## src/rtl/queue_arbiter.sv

```systemverilog
// Round-robin arbiter sharing an 8-entry byte queue between producers A/B and one consumer.
// Optional occupancy cross-check against q_len_in is enabled by defining QARB_LEN_CHECK_EN.
`timescale 1ns/1ps
module queue_arbiter #(
  parameter int DEPTH = 8,
  parameter int WIDTH = 8,
  parameter int LEN_W = 4
) (
  input  logic             clock10mhz,
  input  logic             reset,
  input  logic             a_valid_in,
  input  logic [WIDTH-1:0] a_data_in,
  output logic             a_ready_out,
  input  logic             b_valid_in,
  input  logic [WIDTH-1:0] b_data_in,
  output logic             b_ready_out,
  input  logic             pop_valid_in,
  output logic             pop_ready_out,
  output logic             rd_valid_out,
  output logic [WIDTH-1:0] rd_data_out,
  input  logic             flush_in,
  output logic             busy_out,
  output logic             q_enqueue_out,
  output logic             q_dequeue_out,
  output logic [WIDTH-1:0] q_data_out,
  input  logic [WIDTH-1:0] q_data_in,
  input  logic [LEN_W-1:0] q_len_in
`ifdef QARB_LEN_CHECK_EN
  ,
  output logic             len_err_out
`endif
);

  typedef enum logic {RUN, FLUSH} state_t;
  typedef enum logic [1:0] {SRC_A, SRC_B, SRC_POP} src_t;

  state_t           state_reg, state_next;
  src_t             last_reg, last_next;
  logic [LEN_W-1:0] count_reg, count_next;
  logic             elig_a, elig_b, elig_p, grant_en;
  logic             gnt_a, gnt_b, gnt_p;
  logic             flush_deq_next;
  logic             pop_pend_reg;

  assign elig_a   = a_valid_in && (count_reg < LEN_W'(DEPTH));
  assign elig_b   = b_valid_in && (count_reg < LEN_W'(DEPTH));
  assign elig_p   = pop_valid_in && (count_reg != '0);
  // Readys are gated by reset so they read 0 while reset is held, like the registered outputs.
  assign grant_en = reset && (state_reg == RUN) && !flush_in;

  always_comb begin
    gnt_a = 1'b0;
    gnt_b = 1'b0;
    gnt_p = 1'b0;
    if (grant_en) begin
      case (last_reg)
        SRC_A: begin
          if (elig_b) gnt_b = 1'b1;
          else if (elig_p) gnt_p = 1'b1;
          else if (elig_a) gnt_a = 1'b1;
        end
        SRC_B: begin
          if (elig_p) gnt_p = 1'b1;
          else if (elig_a) gnt_a = 1'b1;
          else if (elig_b) gnt_b = 1'b1;
        end
        default: begin
          if (elig_a) gnt_a = 1'b1;
          else if (elig_b) gnt_b = 1'b1;
          else if (elig_p) gnt_p = 1'b1;
        end
      endcase
    end
  end

  assign a_ready_out   = gnt_a;
  assign b_ready_out   = gnt_b;
  assign pop_ready_out = gnt_p;
  assign busy_out      = (state_reg == FLUSH);

  always_comb begin
    state_next = state_reg;
    count_next = count_reg;
    last_next  = last_reg;
    if (gnt_a) last_next = SRC_A;
    else if (gnt_b) last_next = SRC_B;
    else if (gnt_p) last_next = SRC_POP;
    case (state_reg)
      RUN: begin
        if (flush_in) state_next = FLUSH;
        if (gnt_a || gnt_b) count_next = count_reg + 1'b1;
        else if (gnt_p) count_next = count_reg - 1'b1;
      end
      FLUSH: begin
        if (count_reg == '0) state_next = RUN;
        else count_next = count_reg - 1'b1;
      end
      default: state_next = RUN;
    endcase
  end

  // One flush dequeue per FLUSH cycle that starts with entries left.
  assign flush_deq_next = (state_next == FLUSH) && (count_next != '0);

  always_ff @(posedge clock10mhz or negedge reset) begin
    if (!reset) begin
      state_reg     <= RUN;
      last_reg      <= SRC_POP;
      count_reg     <= '0;
      q_enqueue_out <= 1'b0;
      q_dequeue_out <= 1'b0;
      q_data_out    <= '0;
      pop_pend_reg  <= 1'b0;
      rd_valid_out  <= 1'b0;
      rd_data_out   <= '0;
    end else begin
      state_reg     <= state_next;
      last_reg      <= last_next;
      count_reg     <= count_next;
      q_enqueue_out <= gnt_a || gnt_b;
      if (gnt_a) q_data_out <= a_data_in;
      else if (gnt_b) q_data_out <= b_data_in;
      q_dequeue_out <= gnt_p || flush_deq_next;
      pop_pend_reg  <= gnt_p;
      rd_valid_out  <= pop_pend_reg;
      if (pop_pend_reg) rd_data_out <= q_data_in;
    end
  end

`ifdef QARB_LEN_CHECK_EN
  logic pulse_prev_reg;

  // Compare only when neither this nor the previous cycle had a strobe, so queue latency is settled.
  always_ff @(posedge clock10mhz or negedge reset) begin
    if (!reset) begin
      pulse_prev_reg <= 1'b0;
      len_err_out    <= 1'b0;
    end else begin
      pulse_prev_reg <= q_enqueue_out || q_dequeue_out;
      if (!q_enqueue_out && !q_dequeue_out && !pulse_prev_reg && (q_len_in != count_reg))
        len_err_out <= 1'b1;
    end
  end
`else
  logic unused_len;
  assign unused_len = ^q_len_in;
`endif

endmodule

```

## config.mk

```make
export PLATFORM = sky130hd
export DESIGN_NAME = queue_arbiter
export DESIGN_NICKNAME = d
export VERILOG_FILES = /design/src/rtl/queue_arbiter.sv
export SDC_FILE = /design/constraint.sdc
export NUM_CORES = 1
export LEC_CHECK = 0
export ABC_AREA = 1
export BUFFER_PORTS_ARGS = -buffer_cell sky130_fd_sc_hd__buf_2
export CORE_ASPECT_RATIO = 1.25
export CORE_MARGIN = 2
export CORE_UTILIZATION = 48
export CTS_CLUSTER_SIZE = 28
export DETAILED_ROUTE_END_ITERATION = 7
export PLACE_DENSITY = 0.88
export SLEW_MARGIN = 20
export SYNTH_ARGS = -nofsm -noshare
export SYNTH_HDL_FRONTEND = slang
export SYNTH_SLANG_ARGS = --single-unit
```

## constraint.sdc

```tcl
create_clock -name clock10mhz -period 2.5 [get_ports clock10mhz]
set_input_delay 0 -clock clock10mhz [delete_from_list [all_inputs] [get_ports clock10mhz]]
set_output_delay 0 -clock clock10mhz [all_outputs]
set_load 0.02 [all_outputs]
```

## Yosys cells after proc, flatten, opt, wreduce, memory -nomap -nowiden

Cells that the tools add are included.

| storage, ports and cells | value |
|---|---|
| output and inout bits | 23 |
| word-level logic and storage cells | 56 |
| register bits | 27 |
| bits of input ports | 34 |

| cells by class | value |
|---|---|
| reductions and logical operators | 15 |
| $add $sub $neg | 2 |
| equal/unequal tests | 1 |
| $lt $le $gt $ge | 1 |
| multiplexer cells | 27 |
| bitwise logic cells | 1 |

Operators with widths:

| operator | number |
|---|---|
| 8-bit 2-to-1 mux | 2 |
| 1-bit 2-to-1 mux | 14 |
| 4-bit 2-to-1 mux | 3 |
| 1-bit case mux with 2 select lines | 4 |
| 4-bit case mux with 2 select lines | 1 |
| 4-bit nonzero test | 2 |
| 1-bit logical AND | 6 |
| 2-bit 2-to-1 mux | 3 |
| 4-bit by 1-bit adder with 4-bit output, second input constant | 1 |
| 4-bit logical NOT | 1 |
| 4-bit < comparator, second input constant | 1 |
| 4-bit by 1-bit subtractor with 4-bit output, second input constant | 1 |
| 3-bit nonzero test | 1 |
| 2-bit by 1-bit equality test with 1-bit output, second input constant | 1 |
| 2-bit logical NOT | 1 |
| 1-bit logical OR | 2 |
| 2-bit nonzero test | 1 |
| 1-bit logical NOT | 1 |
| 1-bit NOT | 1 |

## Longest topological paths before layout

| logic depth | value |
|---|---|
| depth in word-level cells | 13 |
| mapped depth | 17 |
| gate-level depth less buffers | 17 |

## Least setup slack after synthesis

No wires, ideal clock.

| timing | value |
|---|---|
| kind | flip-flop to flip-flop |
| start point | reg count_reg[0] |
| end point | reg q_data_out[0] |
| path buffers | 1 |
| setup time | 0.127 ns |
| data required time | 2.373 ns |
| path slack | 0.782 ns |
| stages on the path, launching flop included | 12 |
| arrival | 1.590 ns |
| period minus slack after synthesis | 1.718 ns |
| path through | dfrtp_1 inv_1 ha_1 nand2_2 nand2_2 nand2_1 nand2_1 nand2_2 buf_6 clkinv_1 nand2_1 a31oi_1 |

| on the way | value |
|---|---|
| word-level cells in the longest chain between the ends | 8 |
| elaborated cells on any way between the ends | 17 |
| classes of those cells | order compare (1); mux (11); reduce/logical (5) |

RTL lines:

| item | line | source |
|---|---|---|
| start, declared | 39 | `logic [LEN_W-1:0] count_reg, count_next;` |
| start signal, assigned | 119 | `count_reg <= count_next;` |
| 4-bit < comparator | 45, 46 |  |
| 1-bit logical AND | 45 | `assign elig_a = a_valid_in && (count_reg < LEN_W'(DEPTH));` |
| 1-bit 2-to-1 mux | 60, 64, 68 |  |
| 1-bit 2-to-1 mux | 59 | `else if (elig_p) gnt_p = 1'b1;` |
| 1-bit 2-to-1 mux | 58 | `if (elig_b) gnt_b = 1'b1;` |
| 1-bit case mux with 2 select lines * | 56 | `case (last_reg)` |
| 1-bit 2-to-1 mux * | 55 | `if (grant_en) begin` |
| net a_ready_out | 13 | `output logic a_ready_out,` |
| 8-bit 2-to-1 mux or 2-bit nonzero test (tied branches) | n/a |  |
| end signal, assigned | 121 | `if (gnt_a) q_data_out <= a_data_in;` |
| end signal, assigned | 122 | `else if (gnt_b) q_data_out <= b_data_in;` |
| end, declared | 25 | `output logic [WIDTH-1:0] q_data_out,` |

Mark *: on every way through the listed nets, which the timed path passes. The rest lies on a longest branch.
A chain may end at the register's enable or synchronous reset.

## Worst setup path in the final report

| timing | value |
|---|---|
| start point | reg count_reg[0] |
| end point | reg q_data_out[3] |

| on the way | value |
|---|---|
| word-level cells in the longest chain between the ends | 8 |
| elaborated cells on any way between the ends | 17 |
| classes of those cells | order compare (1); mux (11); reduce/logical (5) |

RTL lines:

| item | line |
|---|---|
| 4-bit < comparator | 45, 46 |
| 1-bit logical AND, on equally long branches | 45, 46 |
| 1-bit 2-to-1 mux, on equally long branches | n/a |
| 1-bit 2-to-1 mux, on equally long branches | 59, 64 |
| 1-bit 2-to-1 mux, on equally long branches | 58, 63 |
| 1-bit case mux with 2 select lines | 56 |
| 1-bit 2-to-1 mux | 55 |
| 8-bit 2-to-1 mux or 2-bit nonzero test (tied branches) | n/a |

Several ways; a longest one is shown, not always the timed one.

==> impl_metrics.env <==
export IMPL_syn_to_final_growth_pct=42.72
export IMPL_cp_top_family="buffers and inverters"
export IMPL_yosys_warnings=0
export IMPL_use_met3=0.02804
export IMPL_grt_pass1_wl_um=6292
export IMPL_crit_required_ps=2750
export IMPL_firstDrtPassIters=4
export IMPL_finalMaxSlewViolations=0
export IMPL_final_cell_mix="buf_2, nand2_1, dfrtp_1"
export IMPL_core_um2=2733
export IMPL_fin_cells=277
export IMPL_outcome="finished clean"
export IMPL_final_util=0.7266
export IMPL_fin_area_um2=1986
export IMPL_synth_seq_cells=27
export IMPL_regArea_um2=676.9
export IMPL_worst_path_buf_inv=4
export IMPL_worstPathArrival_ps=2640
export IMPL_busiest_layer="met2"
export IMPL_first_iter_violations=65
export IMPL_grt_max_degree=28
export IMPL_cts_root_buf="clkbuf_4"
export IMPL_fin_crit_sh=0.9541
export IMPL_grt_pass1_vias=1390
export IMPL_std_cell_rows=21
export IMPL_clk_latency_ps=350
export IMPL_p_leak_nw=1.058
export IMPL_die_h_um=64.20
export IMPL_grt_ovfl_total=0
export IMPL_avgSynthCellArea_um2=8.642
export IMPL_cp_cell_sequence="inv_1, ha_1, nand2_2, nand2_2, nand2_1, nand2_1, nand2_2, buf_4, clkinvlp_4, nand2_1, a31oi_1, dlygate4sd3_1"
export IMPL_skew_ps=17.45
export IMPL_place_port_buffers=52
export IMPL_synth_nets=197
export IMPL_start_util=0.5092
export IMPL_synthCells=161
export IMPL_grt_util_met2=0.4810
export IMPL_final_common_cell="buf_2"
export IMPL_multi_input_area_um2=616.8
export IMPL_worst_pin_slew_ps=354.7
export IMPL_path_class="reg -> reg"
export IMPL_dp_hpwl_um=2310
export IMPL_crit_path_max_fanout=11
export IMPL_hold_path_class="in -> reg"
export IMPL_ys_seq_area_frac=0.4865
export IMPL_cts_sinks=27
export IMPL_ir_worst_vdd_mv=0.7614
export IMPL_min_period_ps=2385
export IMPL_slowest_delay_ps=570
export IMPL_vias=1462
export IMPL_fin_nets=280
export IMPL_timing_slew_headroom=0.7636
export IMPL_ios=57
export IMPL_start_kind="flip-flop"
export IMPL_cp_slowest_cell="dlygate4sd3_1"
export IMPL_setup_viol=0
export IMPL_dp_cells=245
export IMPL_viasPerCell=5.278
export IMPL_clk_pin_slew_ps=160
export IMPL_hold_violations=0
export IMPL_cap_violations=0
export IMPL_place_gp_congestion=0.8234
export IMPL_ys_types=24
export IMPL_cts_tree="done"
export IMPL_routedWlPerCell_um=14.90
export IMPL_use_met1=0.2752
export IMPL_synth_cell_area_um2=1391
export IMPL_n_antenna_cell=0
export IMPL_num_fill_cells=189
export IMPL_power_density_nw_per_um2=1139
export IMPL_cts_path_max_buffers=2
export IMPL_fmax_mhz=419.2
export IMPL_htreeDepth=1
export IMPL_drt_total_wl_um=4126
export IMPL_cts_buffers=3
export IMPL_drc_errors=0
export IMPL_worst_setup_path_end_kind="flip-flop"
export IMPL_post_dp_cell_area_um2=1674
export IMPL_layout_drive_gt1_share=0.3704
export IMPL_holdWs_ps=4.285
export IMPL_die_area_um2=3348
export IMPL_fp_dieW_um=52.16
export IMPL_grtUsageTotal=0.2577
export IMPL_ant_nets=0
export IMPL_antenna_found_initial=0
cell type report:
| type | instances | share of cell area |
|---|---|---|
| Clock buffer | 3 | 0.01134 |
| Clock inverter | 1 | 0.003781 |
| Inverter | 16 | 0.03214 |
| Multi-Input combinational cell | 113 | 0.3106 |
| Sequential cell | 27 | 0.3409 |
| Tap cell | 34 | 0.02142 |
| Timing Repair Buffer | 82 | 0.2760 |
| Timing Repair inverter | 1 | 0.003781 |
metrics by stage:
step	TNS, ps	setup WS [ps]	power [mW]
2_1_floorplan	0	782.1	1.543
3_3_place_gp	0	591.1	1.796
3_5_place_dp	0	550.1	1.842
4_1_cts	0	80.91	2.153
5_1_grt	-31.14	-12.41	2.419
6_report	0	114.8	2.261
layer usage:
| metal | wire length (um) | vias to the layer above |
|---|---|---|
| met2 | 2279 | 79 |
| met5 | 0 | - |
| met3 | 210 | 15 |
| met1 | 1481 | 691 |
| met4 | 155 | 0 |
| li1 | - | 677 |
where the power goes:
group | switching (mW) | internal (mW)
clock network | 0.139 | 0.0615
logic | 0.749 | 0.535
registers | 0.142 | 0.634
total | 1.03 | 1.23
cell families (layout without fill, tap and decap cells):
group,Yosys count,count (layout),share of synthesized area
adders and majority gates,2,2,0.01798
xor gates and xnor gates,3,3,0.01889
and+or+nand+nor,86,86,0.2743
buffers and inverters,21,103,0.07373
DFF,27,27,0.4865
AOI/OAI and AO/OA,14,14,0.06385
muxes,8,8,0.06475
tightest hold or removal path: stages:
cell	delay [ps]
buf_2	100
inv_1	80
o21ai_0	120
final timing paths:
check	start	endpoint	slack [ps]	cells past startpoint
setup reg to reg	count_reg[0]	q_data_out[3]	110	12
max in group asynchronous	reset	last_reg[1]	2010	3
hold / removal	flush_in	busy_out	4	3
hold reg to reg	rd_data_out[3]	rd_data_out[3]	530	1
min in group asynchronous	reset	rd_data_out[7]	180	3
setup / recovery	count_reg[0]	q_data_out[3]	110	12
Yosys cell counts:
| cell | number | area [um2] |
|---|---|---|
| clkinv_1 | 1 | 3.750 |
| a21oi_1 | 2 | 10.01 |
| o211ai_1 | 1 | 7.510 |
| nand4_2 | 1 | 12.51 |
| nand2_2 | 7 | 43.79 |
| inv_1 | 13 | 48.80 |
| dfrtp_1 | 26 | 650.6 |
| clkbuf_1 | 1 | 3.750 |
| nand3_1 | 9 | 45.04 |
| a31oi_1 | 8 | 50.05 |
| dfstp_2 | 1 | 26.28 |
| o31ai_1 | 1 | 7.510 |
| nand2_1 | 47 | 176.4 |
| buf_2 | 1 | 5.000 |
| ha_1 | 2 | 25.02 |
| inv_2 | 2 | 7.510 |
| nor2_2 | 6 | 37.54 |
| xor2_1 | 3 | 26.28 |
| o21ai_2 | 1 | 8.760 |
| buf_6 | 3 | 33.78 |
| nand3_2 | 1 | 10.01 |
| nor2_1 | 15 | 56.30 |
| o21ai_0 | 1 | 5.000 |
| mux2_2 | 8 | 90.09 |
repair_timing:
action,4_1_cts,5_1_grt
resized for setup,0,3
hold endpoints to repair,43,0
setup endpoints to repair,0,8
buffers inserted,0,3
hold buffers,25,0
Power figures use the tool's default switching activity.
